File: config.mk
export PLATFORM = sky130hd
export DESIGN_NAME = param_sync_debounce
export DESIGN_NICKNAME = d
export VERILOG_FILES = /design/src/rtl/param_sync_debounce.sv
export SDC_FILE = /design/constraint.sdc
export NUM_CORES = 1
export LEC_CHECK = 0
export ABC_AREA = 1
export ABC_CLOCK_PERIOD_IN_PS = 800
export CORE_ASPECT_RATIO = 1.2
export CORE_UTILIZATION = 47
export CTS_CLUSTER_SIZE = 8
export DETAILED_ROUTE_END_ITERATION = 10
export GPL_TIMING_DRIVEN = 0
export PLACE_DENSITY = 0.69
export SLEW_MARGIN = 0
export SYNTH_ARGS = -nofsm -noshare
export SYNTH_HDL_FRONTEND = slang
export SYNTH_SLANG_ARGS = --single-unit
File: constraint.sdc
create_clock -name i_clk -period 0.8 [get_ports i_clk]
set_input_delay 0.16 -clock i_clk [delete_from_list [all_inputs] [get_ports i_clk]]
set_output_delay 0.16 -clock i_clk [all_outputs]
set_load 0.1 [all_outputs]
File: src/rtl/param_sync_debounce.sv
// -----------------------------------------------------------------------------
// param_sync_debounce
//
// Multi-channel input conditioner for raw switches and buttons. Each channel
// is first brought into the i_clk domain through a STAGES-deep synchroniser
// chain. A per-channel stability counter then accepts a new level only after
// DB_CYCLES consecutive synchronised samples disagree with the current
// debounced level. Each accepted change also produces a one-cycle rise or
// fall pulse that is aligned with the updated level.
//
// Channels are fully independent: each one has its own chain, counter and
// output flops, built by the generate loop below.
//
// Parameters
//   WIDTH      number of independent channels
//   STAGES     synchroniser flops per channel (>= 2)
//   DB_CYCLES  consecutive stable samples needed to accept a new level (>= 1)
//
// Ports
//   i_clk    system clock; all state changes on the rising edge
//   i_reset  asynchronous, active-high; clears every flop as soon as it rises
//   i_press  [WIDTH] raw asynchronous inputs, one bit per channel
//   o_out    [WIDTH] debounced level per channel
//   o_rise   [WIDTH] one-cycle pulse, high in the first cycle o_out[i] shows 1
//   o_fall   [WIDTH] one-cycle pulse, high in the first cycle o_out[i] shows 0
//
// Latency: if the first rising edge that captures a new, held press value is
// edge k, then o_out changes at edge k + STAGES + DB_CYCLES - 1.
// -----------------------------------------------------------------------------
module param_sync_debounce #(
    parameter int WIDTH     = 4,
    parameter int STAGES    = 2,
    parameter int DB_CYCLES = 4
) (
    input  logic             i_clk,
    input  logic             i_reset,
    input  logic [WIDTH-1:0] i_press,
    output logic [WIDTH-1:0] o_out,
    output logic [WIDTH-1:0] o_rise,
    output logic [WIDTH-1:0] o_fall
);

    // The counter only has to hold values 0 .. DB_CYCLES-1. It clears when
    // it reaches DB_CYCLES-1, so it can never wrap around.
    localparam int             CW       = $clog2(DB_CYCLES + 1);
    localparam logic [CW-1:0]  CNT_LAST = CW'(DB_CYCLES - 1);

    // Reject parameter values that are not allowed when the design is
    // elaborated.
    generate
        if (STAGES < 2) begin : g_bad_stages
            $error("param_sync_debounce: STAGES must be >= 2 (got %0d)", STAGES);
        end
        if (DB_CYCLES < 1) begin : g_bad_db
            $error("param_sync_debounce: DB_CYCLES must be >= 1 (got %0d)", DB_CYCLES);
        end
    endgenerate

    genvar gi;
    generate
        for (gi = 0; gi < WIDTH; gi++) begin : g_chan
            // Bit 0 is the first synchroniser stage.
            // Bit STAGES-1 is the synchronised sample s.
            logic [STAGES-1:0] r_sync;
            logic [CW-1:0]     r_cnt;
            logic              r_out;
            logic              r_rise;
            logic              r_fall;

            logic              w_s;
            logic [CW-1:0]     w_cnt_next;
            logic              w_out_next;
            logic              w_rise_next;
            logic              w_fall_next;

            assign w_s = r_sync[STAGES-1];

            // Synchroniser chain: shift toward the MSB each clock.
            always_ff @(posedge i_clk or posedge i_reset) begin
                if (i_reset) begin
                    r_sync <= '0;
                end else begin
                    r_sync <= {r_sync[STAGES-2:0], i_press[gi]};
                end
            end

            // Stability counter. It counts consecutive samples that disagree
            // with the current debounced level. Any sample that agrees (a
            // glitch ending early) sends the count back to zero. The pulses
            // default low, so each one lasts exactly one cycle.
            always_comb begin
                w_cnt_next  = r_cnt;
                w_out_next  = r_out;
                w_rise_next = 1'b0;
                w_fall_next = 1'b0;
                if (w_s == r_out) begin
                    w_cnt_next = '0;
                end else if (r_cnt == CNT_LAST) begin
                    w_out_next  = w_s;
                    w_cnt_next  = '0;
                    w_rise_next = w_s;
                    w_fall_next = ~w_s;
                end else begin
                    w_cnt_next = r_cnt + 1'b1;
                end
            end

            always_ff @(posedge i_clk or posedge i_reset) begin
                if (i_reset) begin
                    r_cnt  <= '0;
                    r_out  <= 1'b0;
                    r_rise <= 1'b0;
                    r_fall <= 1'b0;
                end else begin
                    r_cnt  <= w_cnt_next;
                    r_out  <= w_out_next;
                    r_rise <= w_rise_next;
                    r_fall <= w_fall_next;
                end
            end

            assign o_out[gi]  = r_out;
            assign o_rise[gi] = r_rise;
            assign o_fall[gi] = r_fall;
        end
    endgenerate

endmodule

==> flow_metrics.py <==
metrics = {
    "floorplanning": {
        "fp.dieH_um": 58.8,
        "io_pins": 18,
        "fp-row-count": 20,
        "core_sq_um": 2550,
        "die_w_um": 49.4,
        "start_util_pct": 49.6,
        "dieArea_sq_um": 2900,
    },
    "sta": {
        "clock.fmax_mhz": 856,
        "rsz0062_at_grt": "true",
        "slew_viol_final": 0,
        "whs_ns": -0.0409,
        "worst_clock_skew_ns": 0.00675,
        "post-route-min-period_ns": 1.17,
        "hold_violations": 32,
        "slew_headroom_pct": 55.4,
        "worstMarginPinSlew_ns": 0.668,
        "worst_slack_ns": -0.369,
        "setup_viol": 36,
        "fin_crit_sh_pct": 146,
        "tns_ns": -5.38,
    },
    "placement": {
        "globalplace.congestion": 0.661,
        "place_inst": 179,
        "place_hpwl_mm": 1.35,
        "placed_cell_area_sq_um": 1570,
        "dpl_worst_slack_ns": -0.971,
        "place.port_buffers": 17,
    },
    "critical_path": {
        "reg2reg_depth": 5,
        "path_class": "register to output pin",
        "endpoint_kind": "output pin",
        "path_buf_inv": 2,
        "required_ns": 0.64,
        "critPathLaunchType": "register",
        "cp.arrival_ns": 1.01,
        "slowest_stage": "dfrtp_1",
        "crit_fanout": 2,
        "crit_chain": "buf_6, buf_12",
        "cp.depth": 2,
        "crit_family": "flip-flops",
        "critPathMaxStageDelay_ns": 0.40,
    },
    "cts": {
        "cts_tree": "done",
        "clk_path_buf_depth": 2,
        "clk_latency_ns": 0.33,
        "cts_buffers": 5,
        "htree_num_levels": 2,
        "path_clk_slew_ns": 0.09,
        "cts_sinks": 32,
        "clk_root_buffer_cell": "clkbuf_4",
    },
    "layout": {
        "num-fill-cells": 190,
        "nets": 159,
        "instances_no_fill": 182,
        "area_delta_synth_final_pct": 42.8,
        "drive_gt1_share_pct": 44.3,
        "num_antenna_cells": 0,
        "stdcell_area_sq_um": 1810,
        "fin_util_pct": 70.8,
    },
    "synth": {
        "synth.most_common_cell": "dfrtp_1",
        "ys.flop_type": "dfrtp_1",
        "synth.area.top_cells": "dfrtp_1 (63%), nand2_1 (8.9%), buf_4 (7.1%)",
        "synth_fp_nets": 139,
        "synth-seq-area-share_pct": 63.3,
        "synthDistinctLibCells": 9,
        "synth_top_cell_by_area": "dfrtp_1",
        "mappedNetlistArea_sq_um": 1260,
        "avgSynthCellArea_sq_um": 9.81,
        "synthArstFlopShare_pct": 100,
        "synth_cells": 129,
        "synth_top_area_share_pct": 63.3,
        "netlist_top_cells_count": "dfrtp_1 (32), nand2_1 (30), inv_1 (23), nor2_1 (16), buf_4 (12)",
        "yosys_warnings": 0,
        "synth_edf_count": 0,
        "yosys_register_bits": 32,
    },
    "power_and_ir_drop": {
        "powerDensity_nw_per_um2": 3320,
        "total_power_mw": 6.00,
        "ir_worst_vdd_mv": 1.83,
        "power_leakage_nw": 0.858,
    },
    "worst_hold_path": {
        "hp-class": "primary input to async pin",
    },
    "drt": {
        "avgRoutedWirePerCell_um": 11.4,
        "drc": 0,
        "firstDrtPassIters": 3,
        "drtAntennaViolNets": 0,
        "wl_mm": 2.07,
        "vias": 826,
        "initialDrtViolationCount": 7,
        "vias_per_cell": 4.54,
    },
    "run_status": {
        "status": "finished, violations left",
        "violations": "negative hold slack, negative setup slack",
    },
    "global_routing": {
        "first_global_vias": 852,
        "antenna_found_initial": 0,
        "grt_start_max_net_pins": 33,
        "grt_pass1_wl_mm": 3.62,
        "grtUsageTotal_pct": 18.0,
        "overflow": 0,
    },
    "run": {
        "maxCapViolCount": 0,
    },
}
-- placed cells by master (no fill, tap or decap) --
| cell type | n |
|---|---|
| ha_4 | 4 |
| nand3_2 | 4 |
| nand2_2 | 10 |
| nor2_2 | 2 |
| dfrtp_2 | 1 |
| clkdlybuf4s50_1 | 4 |
| nand2_1 | 17 |
| buf_12 | 12 |
| clkinv_2 | 1 |
| clkbuf_4 | 5 |
| dlymetal6s2s_1 | 1 |
| buf_6 | 5 |
| clkinvlp_4 | 1 |
| buf_4 | 3 |
| nor3_2 | 4 |
| nand2_4 | 7 |
| inv_2 | 5 |
| inv_4 | 2 |
| inv_1 | 15 |
| dfrtp_1 | 31 |
| clkbuf_1 | 1 |
| nor2_1 | 14 |
-- power breakdown --
part | internal [mW] | switching (mW)
combinational | 1.25 | 1.75
sequential | 1.92 | 0.255
clock | 0.323 | 0.492
total | 3.50 | 2.50
-- final timing paths --
path,from,end,slack (ns)
worst max-delay path,g_chan[1].r_out$_DFFE_PP0P_,o_out[1],-0.37
worst min-delay path,i_reset,g_chan[2].r_sync[1]$_DFF_PP0_,-0.04
worst max register to register,g_chan[3].r_out$_DFFE_PP0P_,g_chan[3].r_cnt[1]$_DFF_PP0_,-0.11
worst min register to register,g_chan[3].r_sync[0]$_DFF_PP0_,g_chan[3].r_sync[1]$_DFF_PP0_,0.36
max in group asynchronous,i_reset,g_chan[1].r_sync[1]$_DFF_PP0_,0.43
min in group i_clk,i_press[1],g_chan[1].r_sync[0]$_DFF_PP0_,0.26
-- repair_timing --
action / in CTS / in global routing
hold buffers: 0 / 0
gates resized for setup: 127 / 16
endpoints found under the setup margin: 36 / 36
pin swaps: 13 / 10
buffers inserted: 4 / 2
-- cell families (layout without fill, tap and decap cells) --
group	count (synthesis)	after routing	share of synthesized area (%)
adder cells (fa/ha/maj)	4	4	3.96
buffers and inverters	35	55	13.9
AND/OR/NAND/NOR	58	58	18.8
flip-flops	32	32	63.3
-- cell type report --
class                           instances  area (sq um)  share of cell area [%]
Clock buffer                            6          41.3                    2.29
Clock inverter                          1          5.00                   0.277
Tap cell                               33          41.3                    2.29
Timing Repair Buffer                   21           327                    18.1
Inverter                               23          95.1                    5.26
Multi-Input combinational cell         62           450                    24.9
Sequential cell                        32           802                    44.4
Buffer                                  4          45.0                    2.49
-- layer usage --
layer  routed length, um  GRT usage, %
met1                 770          17.7
met2                1130          32.3
met4                  66          8.82
met5                   0             0
met3                 102          8.01
-- registers in the layout, indices dropped and copies added (netlist names) --
signal / count
g_chan.r_sync: 8
g_chan.r_rise: 4
g_chan.r_cnt: 12
g_chan.r_out: 4
g_chan.r_fall: 4
Power figures use the tool's default switching activity.
